--- src/rtl/dac_seg_encoder.sv ---
// rtl/dac_seg_encoder.sv - 12-bit sample to segmented DAC binary/thermometer encoder with DWA and power sequencing
//
// Pipeline: stage 1 clips and selects the code (live, held or forced zero),
// stage 2 maps the MSBs onto thermometer elements (optionally rotated by the
// DWA pointer), and the output register drives true and complement buses
// from the same edge.
//
// Ports:
//   clkin        in   DAC sample clock, rising edge
//   rst          in   synchronous active-high reset
//   din          in   unsigned input sample
//   din_valid    in   din is valid this cycle
//   dwa_en       in   1 = rotate thermometer elements, 0 = fixed order
//   pd_req       in   1 = request DAC power-down
//   datainbin    out  binary LSB segment
//   datainbinb   out  complement of datainbin
//   dataintherm  out  thermometer MSB elements
//   datainthermb out  complement of dataintherm
//   pdb          out  DAC enable, 0 = powered down
//   sat_flag     out  sample on the outputs was clipped
//   underrun     out  sample on the outputs is a reissue caused by din_valid = 0

module dac_seg_encoder #(
    parameter int NBIN     = 7,
    parameter int NTHERM   = 17,
    parameter int CODE_W   = 12,
    parameter int WAKE_CYC = 4
) (
    input  logic              clkin,
    input  logic              rst,
    input  logic [CODE_W-1:0] din,
    input  logic              din_valid,
    input  logic              dwa_en,
    input  logic              pd_req,
    output logic [NBIN-1:0]   datainbin,
    output logic [NBIN-1:0]   datainbinb,
    output logic [NTHERM-1:0] dataintherm,
    output logic [NTHERM-1:0] datainthermb,
    output logic              pdb,
    output logic              sat_flag,
    output logic              underrun
);

    localparam int FS = NTHERM * (2 ** NBIN) + (2 ** NBIN) - 1;
    localparam int KW = CODE_W - NBIN;
    localparam int PW = $clog2(NTHERM);
    localparam int WW = (WAKE_CYC > 1) ? $clog2(WAKE_CYC) : 1;

    typedef enum logic [1:0] {
        ST_OFF,
        ST_WAKE,
        ST_RUN,
        ST_DRAIN
    } state_t;

    state_t state_q, state_d;
    logic [WW-1:0] wcnt_q, wcnt_d;
    logic          dcnt_q, dcnt_d;
    logic          pdb_q, pdb_d;

    logic [CODE_W-1:0] hold_q, hold_d;
    logic [CODE_W-1:0] code1_q, code1_d;
    logic              sat1_q, sat1_d;
    logic              und1_q, und1_d;
    logic              frc1_q, frc1_d;

    logic [PW-1:0]     ptr_q, ptr_d;
    logic [NBIN-1:0]   bin2_q, bin2_d;
    logic [NTHERM-1:0] therm2_q, therm2_d;
    logic              sat2_q, sat2_d;
    logic              und2_q, und2_d;

    logic [NBIN-1:0]   datainbin_q, datainbin_d;
    logic [NBIN-1:0]   datainbinb_q, datainbinb_d;
    logic [NTHERM-1:0] dataintherm_q, dataintherm_d;
    logic [NTHERM-1:0] datainthermb_q, datainthermb_d;
    logic              sat_flag_q, sat_flag_d;
    logic              underrun_q, underrun_d;

    // Power sequencing. DRAIN always lasts two cycles; pd_req is not
    // looked at again until OFF.
    always_comb begin
        state_d = state_q;
        wcnt_d  = wcnt_q;
        dcnt_d  = dcnt_q;
        pdb_d   = pdb_q;
        case (state_q)
            ST_OFF: begin
                if (!pd_req) begin
                    state_d = ST_WAKE;
                    wcnt_d  = WW'(WAKE_CYC - 1);
                    pdb_d   = 1'b1;
                end
            end
            ST_WAKE: begin
                if (pd_req) begin
                    state_d = ST_DRAIN;
                    dcnt_d  = 1'b1;
                end else if (wcnt_q == '0) begin
                    state_d = ST_RUN;
                end else begin
                    wcnt_d = wcnt_q - 1'b1;
                end
            end
            ST_RUN: begin
                if (pd_req) begin
                    state_d = ST_DRAIN;
                    dcnt_d  = 1'b1;
                end
            end
            ST_DRAIN: begin
                if (dcnt_q == 1'b0) begin
                    state_d = ST_OFF;
                    pdb_d   = 1'b0;
                end else begin
                    dcnt_d = 1'b0;
                end
            end
            default: state_d = ST_OFF;
        endcase
    end

    // Stage 1. The sample taken on the edge that leaves RUN is already a
    // forced zero, so by the time DRAIN ends the zero code sits on the
    // outputs.
    logic              run_sample;
    logic [CODE_W-1:0] src;

    always_comb begin
        run_sample = (state_q == ST_RUN) && !pd_req;
        src        = din_valid ? din : hold_q;
        hold_d     = hold_q;
        code1_d    = '0;
        sat1_d     = 1'b0;
        und1_d     = 1'b0;
        frc1_d     = !run_sample;
        if (run_sample) begin
            if (din_valid) begin
                hold_d = din;
            end
            und1_d = !din_valid;
            if (src > CODE_W'(FS)) begin
                code1_d = CODE_W'(FS);
                sat1_d  = 1'b1;
            end else begin
                code1_d = src;
            end
        end
    end

    // Stage 2. The thermometer mask is rotated left by the pointer using a
    // double-width shift whose upper half is folded back onto the lower.
    logic [KW-1:0]       k;
    logic [PW-1:0]       base;
    logic [NTHERM-1:0]   mask;
    logic [2*NTHERM-1:0] rot;
    logic [PW:0]         psum;

    always_comb begin
        k    = code1_q[CODE_W-1:NBIN];
        base = dwa_en ? ptr_q : '0;
        if (int'(k) >= NTHERM) begin
            mask = '1;
        end else begin
            mask = (NTHERM'(1) << k) - NTHERM'(1);
        end
        rot      = {{NTHERM{1'b0}}, mask} << base;
        therm2_d = rot[NTHERM-1:0] | rot[2*NTHERM-1:NTHERM];
        bin2_d   = code1_q[NBIN-1:0];
        sat2_d   = sat1_q;
        und2_d   = und1_q;

        psum = {1'b0, ptr_q} + (PW+1)'(k);
        if (int'(psum) >= NTHERM) begin
            psum = psum - (PW+1)'(NTHERM);
        end
        if (frc1_q) begin
            ptr_d = ptr_q;
        end else if (!dwa_en) begin
            ptr_d = '0;
        end else begin
            ptr_d = psum[PW-1:0];
        end
    end

    always_comb begin
        datainbin_d    = bin2_q;
        datainbinb_d   = ~bin2_q;
        dataintherm_d  = therm2_q;
        datainthermb_d = ~therm2_q;
        sat_flag_d     = sat2_q;
        underrun_d     = und2_q;
    end

    always_ff @(posedge clkin) begin
        if (rst) begin
            state_q        <= ST_OFF;
            wcnt_q         <= '0;
            dcnt_q         <= 1'b0;
            pdb_q          <= 1'b0;
            hold_q         <= '0;
            code1_q        <= '0;
            sat1_q         <= 1'b0;
            und1_q         <= 1'b0;
            frc1_q         <= 1'b1;
            ptr_q          <= '0;
            bin2_q         <= '0;
            therm2_q       <= '0;
            sat2_q         <= 1'b0;
            und2_q         <= 1'b0;
            datainbin_q    <= '0;
            datainbinb_q   <= '1;
            dataintherm_q  <= '0;
            datainthermb_q <= '1;
            sat_flag_q     <= 1'b0;
            underrun_q     <= 1'b0;
        end else begin
            state_q        <= state_d;
            wcnt_q         <= wcnt_d;
            dcnt_q         <= dcnt_d;
            pdb_q          <= pdb_d;
            hold_q         <= hold_d;
            code1_q        <= code1_d;
            sat1_q         <= sat1_d;
            und1_q         <= und1_d;
            frc1_q         <= frc1_d;
            ptr_q          <= ptr_d;
            bin2_q         <= bin2_d;
            therm2_q       <= therm2_d;
            sat2_q         <= sat2_d;
            und2_q         <= und2_d;
            datainbin_q    <= datainbin_d;
            datainbinb_q   <= datainbinb_d;
            dataintherm_q  <= dataintherm_d;
            datainthermb_q <= datainthermb_d;
            sat_flag_q     <= sat_flag_d;
            underrun_q     <= underrun_d;
        end
    end

    assign datainbin    = datainbin_q;
    assign datainbinb   = datainbinb_q;
    assign dataintherm  = dataintherm_q;
    assign datainthermb = datainthermb_q;
    assign pdb          = pdb_q;
    assign sat_flag     = sat_flag_q;
    assign underrun     = underrun_q;

endmodule

--- config.mk ---
export PLATFORM = sky130hd
export DESIGN_NAME = dac_seg_encoder
export DESIGN_NICKNAME = d
export VERILOG_FILES = /design/src/rtl/dac_seg_encoder.sv
export SDC_FILE = /design/constraint.sdc
export NUM_CORES = 1
export LEC_CHECK = 0
export ABC_AREA = 1
export CORE_AREA = 3 3 109 153
export CTS_BUF_LIST = sky130_fd_sc_hd__clkbuf_16
export DETAILED_ROUTE_END_ITERATION = 12
export DIE_AREA = 0 0 112 156
export PLACE_DENSITY_LB_ADDON = 0.12
export SYNTH_ARGS = -nofsm -noshare
export SYNTH_HDL_FRONTEND = slang
export SYNTH_SLANG_ARGS = --single-unit
--- constraint.sdc ---
create_clock -name clkin -period 2.3 [get_ports clkin]
set_clock_uncertainty 0.2 [all_clocks]
set_input_delay 0.345 -clock clkin [delete_from_list [all_inputs] [get_ports clkin]]
set_output_delay 0.345 -clock clkin [all_outputs]
set_load 0.005 [all_outputs]
* Word level (Yosys, flattened, before mapping)
Cells that the tools add are included.
** Word-level totals
- Register bits :: 114
- Input bits :: 17
- Output and inout port bits :: 51
- Word-level logic and storage cells :: 82
** Cells by class
- Add/sub/neg operators :: 4
- Magnitude comparators :: 3
- Equality and inequality tests :: 10
- Shifts and indexed selects :: 2
- Muxes and demuxes :: 22
- Bitwise gates (word level) :: 4
- Reduce and logical (&&, ||, !) cells :: 16
** Operator list (count)
- $shl 17x5->34 :: 1
- $mux 12 :: 2
- $mux 17 :: 1
- $not 17->17 :: 1
- $or 17x17->17 :: 1
- $shl 1x5->17 const A :: 1
- $sub 17x2->17 const B :: 1
- $mux 2 :: 8
- $mux 5 :: 3
- $gt 12x12->1 const B :: 1
- $ne 2x2->1 const B :: 5
- $pmux 2 s4 :: 1
- $reduce_and 4->1 :: 2
- $not 7->7 :: 1
- $add 5x5->6 :: 1
- $ge 6x5->1 const B :: 1
- $reduce_bool 2->1 :: 3
- $ge 5x5->1 const B :: 1
- $sub 5x5->5 const B :: 1
- $eq 2x2->1 const B :: 2
- $logic_not 2->1 :: 2
- $mux 1 :: 4
- $pmux 1 s2 :: 2
- $pmux 2 s2 :: 1
- other kinds (11) :: 14

* Longest topological paths before layout
Gate-level depths: netlist of run 1.
- Word-level depth :: 5
- Mapped depth :: 20
- Gate-level depth less buffers :: 19

* Least setup slack after synthesis of run 1
OpenSTA, ideal clock, no wires.
- Path type :: flip-flop to flip-flop
- Start point :: register code1_q[10]
- End point :: register therm2_q[8], in the netlist dataintherm_d[8]
- Setup time :: 109 ps
- Arrival time :: 1973 ps
- Data required time :: 1991 ps
- Setup slack :: 19 ps
- Cell stages (with the launch flop) :: 19
- Buffers on the path :: 0
- Period minus slack after synthesis :: 2281 ps
- Cells stage by stage :: dfxtp_1 > nor2_4 > nand2_2 > nor2_1 > inv_1 > ha_1 > inv_1 > nor2_2 > nand2_2 > nand3_1 > nand2_1 > o21ai_1 > nand2_1 > nand3_1 > nand3_1 > and2_1 > nand3_1 > nand2_1 > inv_1
** Between the ends
- Longest elaborated chain between the ends :: 5
- Elaborated cells between the ends (all ways) :: 6
- Classes of those cells :: add/sub: 1; order compare: 1; shift: 2; mux: 1; bitwise: 1
** Ends and longest elaborated chain
- from (decl) :: line 62 : logic [CODE_W-1:0] code1_q, code1_d;
- from (signal assigned) :: line 223 : code1_q <= code1_d;
- $shl 1x5->17 :: line 165 : mask = (NTHERM'(1) << k) - NTHERM'(1);
- $sub 17x2->17 :: line 165
- $mux 17 (*) :: line 162 : if (int'(k) >= NTHERM) begin
- $shl 17x5->34 (*) :: line 167 : rot = {{NTHERM{1'b0}}, mask} << base;
- $or 17x17->17 (*) :: line 168 : therm2_d = rot[NTHERM-1:0] | rot[2*NTHERM-1:NTHERM];
- to (signal assigned) :: line 229 : therm2_q <= therm2_d;
- to (decl) :: line 69 : logic [NTHERM-1:0] therm2_q, therm2_d;
Mark *: on every way between the ends. The rest lies on a longest branch, timed or not.
A chain may end at the register's enable or synchronous reset.

* Worst setup path after layout of run 1
- Start point :: register code1_q[7]
- End point :: register ptr_q[3]
** Between the ends
- Longest elaborated chain between the ends :: 4
- Elaborated cells between the ends (all ways) :: 5
- Classes of those cells :: add/sub: 2; order compare: 1; mux: 2
** Ends and longest elaborated chain
- $add 5x5->6 (*) :: line 173 : psum = {1'b0, ptr_q} + (PW+1)'(k);
- $sub 5x5->5 or $ge 6x5->1 (tied branches) :: line 175, 174
- $mux 5 (*) :: line 174 : if (int'(psum) >= NTHERM) begin
- $mux 5 (*) :: line 179 : end else if (!dwa_en) begin
- to (signal assigned) :: line 227 : ptr_q <= ptr_d;
- to (decl) :: line 67 : logic [PW-1:0] ptr_q, ptr_d;
Marked as above.

==> results of run 1 <==
==> final timing paths <==
kind              slack (ps)  depth (start not counted)                to
hold / removal           190                          1  datainthermb[13]
setup reg to reg           4                         11          ptr_q[3]
hold reg to reg          190                          1  datainthermb[13]
setup / recovery           4                         11          ptr_q[3]
==> worst register-to-register path, cell delays in order (launching register included) <==
cell and delay (ps):
dfxtp_4 370, ha_4 180, fa_2 570, inv_4 60
ha_4 160, nand3_2 80, o21bai_1 90, nand2_2 130
nand2_2 90, a21boi_2 130, o21ai_1 80, a21oi_1 110
==> cells by family (layout without fill, tap and decap cells) <==
group,Yosys count,count (layout)
buf+inv,135,283
compound gates,80,80
simple gates,415,415
fa+ha+maj,14,14
mux,4,4
flops,114,114
xor+xnor,2,2
==> power by group <==
group,internal (mW),switching [mW]
Combinational,0.471,0.588
Sequential,2.10,0.0592
Clock,1.54,1.07
Total,4.10,1.71
==> stage by stage <==
stage | TNS, ps | utilization, % | power [mW]
final | 0 | 50.6 | 5.82
after global routing | -1550 | 50.6 | 6.10
after CTS | -4.77 | 48.0 | 5.78
after detailed placement | -4310 | 43.1 | 3.11
after global placement | -3910 | 43.1 | 3.09
after floorplan | 0 | - | 2.75
==> area by class of cell <==
class	instances	area, um^2	share of cell area (%)
Multi-Input combinational cell	515	2980	38.0
Sequential cell	114	2300	29.4
Timing Repair Buffer	144	1320	16.8
Clock buffer	17	425	5.43
Inverter	107	409	5.22
Tap cell	196	245	3.13
Clock inverter	15	159	2.03
==> registers in the layout, summed over array words and instances (netlist names) <==
signal	cells
bin2_q	7
code1_q	12
datainbin	7
datainbinb	7
dataintherm	17
dataintherm_d	17
datainthermb	17
dcnt_q	1
frc1_q	1
hold_q	12
pdb	1
ptr_q	5
sat1_q	1
sat2_q	1
sat_flag	1
state_q	2
und1_q	1
und2_q	1
underrun	1
wcnt_q	2
==> cell usage after synthesis (all sizes together) <==
master,n,area share [%]
clkinv,3,0.21
inv,104,7.3
dfxtp,114,43
mux2i,4,0.75
nand4,12,1.4
nand3,113,11
fa,1,0.37
nor2,61,4.8
a21o,1,0.14
o31ai,1,0.14
a31oi,4,0.47
a21oi,26,2.5
clkbuf,10,0.77
a21boi,1,0.14
o211ai,2,0.28
nor3,8,0.75
nand3b,2,0.28
or2,2,0.23
buf,18,1.8
o21a,1,0.14
nand2,216,16
a31o,1,0.16
xor2,2,0.33
o21bai,2,0.28
ha,13,3.0
and2,1,0.12
o211a,1,0.19
o21ai,40,3.9
==> per-layer routing <==
layer  up-vias  part of all wire (%)  global-route usage, %
met5         -                     0                      0
met4         0                   3.5                   7.39
met3        36                   4.0                   2.99
met2       138                    53                   32.3
met1      2425                    40                   18.3
li1       2716                     -                      -
==> repair_timing <==
action                                  in CTS  in global routing
gates resized for setup                     45                 98
endpoints found under the setup margin      22                 22
pin swaps                                   19                 40
buffers inserted                             4                  6
endpoints found under the hold margin        0                  0
==> cell usage in the layout, fill, tap and decap left out, types with 2 or more instances in the layout <==
cell / count
a21oi_1: 19
a21oi_2: 7
a31oi_1: 4
buf_12: 4
buf_4: 68
buf_6: 5
clkbuf_16: 17
clkdlybuf4s50_1: 67
clkinv_1: 3
clkinvlp_4: 3
dfxtp_1: 108
dfxtp_4: 5
ha_1: 10
ha_4: 3
inv_1: 88
inv_2: 13
inv_4: 3
inv_6: 7
inv_8: 4
mux2i_1: 4
nand2_1: 180
nand2_2: 32
nand2_4: 4
nand3_1: 66
nand3_2: 45
nand3_4: 2
nand3b_1: 2
nand4_1: 12
nor2_1: 47
nor2_2: 7
nor2_4: 7
nor3_1: 8
o211ai_1: 2
o21ai_0: 25
o21ai_1: 6
o21ai_2: 7
o21ai_4: 2
o21bai_1: 2
xor2_1: 2
==> impl_metrics.json, run 1 <==
{
  "die_w_um": 112,
  "yosysSeqAreaShare_pct": 42.7,
  "drive_gt1_share_pct": 27.5,
  "period_share_pct": 99.8,
  "crit_arrival_ps": 2440,
  "synth_area_um2": 5350,
  "num_vias": 5315,
  "ant_nets": 0,
  "grt_pass1_wl_um": 24100,
  "drt-total-wl_um": 15000,
  "n_fill_cell": 1530,
  "hpwl_um": 11500,
  "period_minus_slack_ps": 2300,
  "fp.dieH_um": 156,
  "crit_family": "adder cells",
  "cts_inserted_buffers": 17,
  "synthToLayoutAreaGrowth_pct": 46.6,
  "diodes": 0,
  "path_clk_slew_ps": 70,
  "start_kind": "register",
  "setup_viol": 0,
  "clock-sinks": 114,
  "place.gp.congestion": 0.976,
  "synth_xor_xnor_area_share_pct": 0.328,
  "initial_core_util_pct": 34.6,
  "grt_overflow": 0,
  "fmax_mhz": 436,
  "irDropWorstVdd_mv": 0.422,
  "final_max_slew_viol_count": 0,
  "grt_max_degree": 23,
  "ys_warn_count": 0,
  "r2r_start": "code1_q[7]",
  "cts-root-buf": "clkbuf_16",
  "antenna_found_initial": 0,
  "drc": 0,
  "relSlewSlack_pct": 69.4,
  "post_drt_wl_per_cell_um": 13.6,
  "yosys.area_share.simple_pct": 34.4,
  "cp-startpoint": "code1_q[7]",
  "rsz0062_at_grt": "true",
  "setup_slack_ps": 4.48,
  "dp_cells": 1066,
  "hold_buffers": 0,
  "synth_seq_cells": 114,
  "synth.distinct_cells": 40,
  "synth_fa_ha_area_share_pct": 3.42,
  "muxShareOfSynthArea_pct": 0.749,
  "port_buffers": 67,
  "postPlaceCellArea_um2": 6680,
  "hold_violations": 0,
  "ios": 68,
  "synth_top_family_by_area": "simple AND/OR/NAND/NOR gates",
  "cp_slowest_stage_delay_ps": 570,
  "viasPerCell": 4.80,
  "cts_max_path_buffers": 2,
  "dieArea_um2": 17500,
  "fin_area_um2": 7840,
  "crit_buf_inv": 1,
  "dr.first_iter.drc_count": 254,
  "cap_viol_max_count": 0,
  "worstHoldStart": "dataintherm_d[13]",
  "endpoint_kind": "register",
  "grt_pass1_vias": 5117,
  "cts_tree": "yes",
  "syn_nets": 795,
  "p_leak_nw": 3.79,
  "crit_required_ps": 2440,
  "hold_class": "register to register",
  "critPathMaxFanout": 6,
  "drt_first_pass_iters": 5,
  "tightest_slew_ps": 454,
  "grt_util_all_layers_pct": 17.0,
  "synthCells": 764,
  "synth_compound_area_share_pct": 8.33,
  "htreeDepth": 4,
  "status": "complete, no violations",
  "critPathKind": "register to register",
  "final_cells": 1108,
  "syn_avg_cell_area_um2": 7.00,
  "cpMaxStageDelayCell": "fa_2",
  "crit_chain": "ha_4 -> fa_2 -> inv_4 -> ha_4 -> nand3_2 -> o21bai_1 -> nand2_2 -> nand2_2 -> a21boi_2 -> o21ai_1 -> a21oi_1",
  "num_rows": 54,
  "p_per_area_nw_per_um2": 743,
  "dpl_worst_slack_ps": -340,
  "core_um2": 15500,
  "clkLatencyLatePin_ps": 410,
  "whs_ps": 186,
  "finalNetCount": 930
}
Power figures use the tool's default switching activity.
==> run 2, diff against run 1 <==
--- a/config.mk
+++ b/config.mk
@@ -11,6 +11,7 @@
 export DETAILED_ROUTE_END_ITERATION = 12
 export DIE_AREA = 0 0 112 156
 export PLACE_DENSITY_LB_ADDON = 0.12
+export REMOVE_ABC_BUFFERS = 1
 export SYNTH_ARGS = -nofsm -noshare
 export SYNTH_HDL_FRONTEND = slang
 export SYNTH_SLANG_ARGS = --single-unit
==> run 2 against run 1 <==
The flow now finishes with violations (negative setup slack); global-route usage is 0.23 points higher; fmax is 3.4% lower; flip-flop and latch count stayed put; via count is 1.6% lower; clock power is 2% higher; register-to-register slack worse by 80 ps; sequential share of layout area is 0.73 points lower; combinational power hardly changed; final cell count is 0.99% higher; critical path type unchanged.
==> impl_metrics.json, run 2 (synthesis results as in run 1) <==
{
  "r2r_cells": 11,
  "post_drt_wl_per_cell_um": 13.5,
  "finalNetCount": 941,
  "setup_slack_ps": -76.3,
  "port_buffers": 67,
  "hold_violations": 0,
  "multi_input_area_um2": 3060,
  "regArea_um2": 2300,
  "clock_power_share_pct": 45.1,
  "critPathMaxFanout": 6,
  "dpl_worst_slack_ps": -303,
  "mostFrequentLayoutCells": "nand2_1, dfxtp_1, inv_1, buf_4, clkdlybuf4s50_1",
  "hpwl_um": 11500,
  "r2r_end": "ptr_q[2]",
  "tightest_slew_ps": 423,
  "rsz0062_at_grt": "true",
  "fmax_mhz": 421,
  "final_cells": 1119,
  "drt-met1-wl_um": 6130,
  "worstHoldStart": "dataintherm_d[12]",
  "critPathKind": "register to register",
  "htreeDepth": 4,
  "die_w_um": 112,
  "final_max_slew_viol_count": 0,
  "viasPerCell": 4.67,
  "antenna_found_initial": 0,
  "ios": 68,
  "whs_path_depth": 1,
  "drive_gt1_share_pct": 29.1,
  "dp_cells": 1076,
  "num_rows": 54,
  "dieArea_um2": 17500,
  "start_kind": "register",
  "period_minus_slack_ps": 2380,
  "cts_tree": "yes",
  "cts_inserted_buffers": 17,
  "p_sw_share_pct": 28.6,
  "layout_commonest_cell": "nand2_1",
  "highest_layer": "met4",
  "r2r_start": "code1_q[7]",
  "r2r_slack_ps": -80,
  "n_fill_cell": 1527,
  "p_switching_mw": 1.68,
  "clock-sinks": 114,
  "p_leak_nw": 3.87,
  "p_per_area_nw_per_um2": 733,
  "place.gp.congestion": 0.872,
  "grt_util_all_layers_pct": 17.2,
  "post-route-util_pct": 51.9,
  "relSlewSlack_pct": 71.5,
  "fp.dieH_um": 156,
  "period_share_pct": 103,
  "min_to": "datainthermb[12]",
  "cts-root-buf": "clkbuf_16",
  "wl_met2_um": 8280,
  "hold_class": "register to register",
  "num_vias": 5229,
  "ant_nets": 0,
  "grt_pass1_wl_um": 24400,
  "setup_viol": 5,
  "dr.first_iter.drc_count": 220,
  "path_clk_slew_ps": 60,
  "failed_checks": "negative setup slack",
  "clkLatencyLatePin_ps": 410,
  "p_int_mw": 4.21,
  "endpoint_kind": "register",
  "crit_arrival_ps": 2510,
  "cts_max_path_buffers": 2,
  "irDropWorstVdd_mv": 0.440,
  "grt_pass1_vias": 5135,
  "seqPwrFrac_pct": 36.6,
  "synthToLayoutAreaGrowth_pct": 50.2,
  "grt_overflow": 0,
  "drt-total-wl_um": 15100,
  "cap_viol_max_count": 0,
  "core_um2": 15500,
  "grt_max_degree": 38,
  "hold_buffers": 0,
  "diodes": 0,
  "p_comb_share_pct": 18.3,
  "wl_met3_um": 510,
  "status": "finished, violations left",
  "crit_required_ps": 2430,
  "initial_core_util_pct": 34.6,
  "drt_first_pass_iters": 5,
  "drc": 0
}
[run 2: cell types whose count changed in the layout (fill, tap and decap cells not counted), moves of 4 or more]
cell     delta
buf_4      +10
nand2_1     +6
nand2_2     -6
nand3_1    -15
nand3_2    +12
o21ai_1     +4
[run 2: metal layers]
layer	global-route usage, %	vias to the layer above
met3	2.99	10
li1	-	2733
met5	0	-
met1	19.0	2396
met4	7.10	0
met2	32.4	90
[run 2: worst max-delay path by stage]
stage | from | endpoint | slack [ps] | cells after the start
2_1_floorplan | code1_q[9] | dataintherm_d[8] | -140 | 17
5_1_grt | code1_q[7] | ptr_q[2] | -180 | 11
3_5_place_dp | code1_q[7] | dataintherm_d[5] | -300 | 14
6_report | code1_q[7] | ptr_q[2] | -80 | 11
4_1_cts | code1_q[10] | dataintherm_d[13] | -20 | 16
3_3_place_gp | code1_q[7] | dataintherm_d[5] | -310 | 14
[run 2: final cells by class]
type                       instances  area share (%)
multi-input combinational        515            38.2
sequential                       114            28.6
timing repair buffer             155            17.6
clock buffer                      17            5.30
inverter                         107            5.06
tap                              196            3.05
clock inverter                    15            2.15
[run 2: timing repair]
item,in CTS,in global routing
pin swaps,6,57
gates resized for setup,44,111
setup endpoints to repair,22,22
buffers inserted,0,12
[run 2: stage by stage]
stage	setup TNS, ps	area [um^2]	total power [mW]	hold WS (ps)
3_5_place_dp	-4040	6760	3.11	177
6_report	-192	8030	5.89	188
5_1_grt	-2360	8030	6.19	205
2_1_floorplan	-1510	5210	2.74	171
3_3_place_gp	-3980	6760	3.09	175
4_1_cts	-36.6	7500	5.84	190
[run 2: worst max-delay path: stages, from the launching register on]
cell      delay [ps]
dfxtp_4          370
ha_4             170
fa_2             400
a21oi_2          130
o21ai_1           70
xor2_1           250
o21bai_1         170
nand2_2          130
buf_4            160
nand3_2           50
nand3_1           80
a21oi_1          130
[run 2: power by group through the flow]
stage | clock network [mW] | registers (mW) | logic (mW)
2_1_floorplan | 0 | 2.19 | 0.542
3_3_place_gp | 0 | 2.20 | 0.898
3_5_place_dp | 0 | 2.20 | 0.908
4_1_cts | 2.73 | 2.16 | 0.951
5_1_grt | 2.81 | 2.17 | 1.21
6_report | 2.66 | 2.16 | 1.08
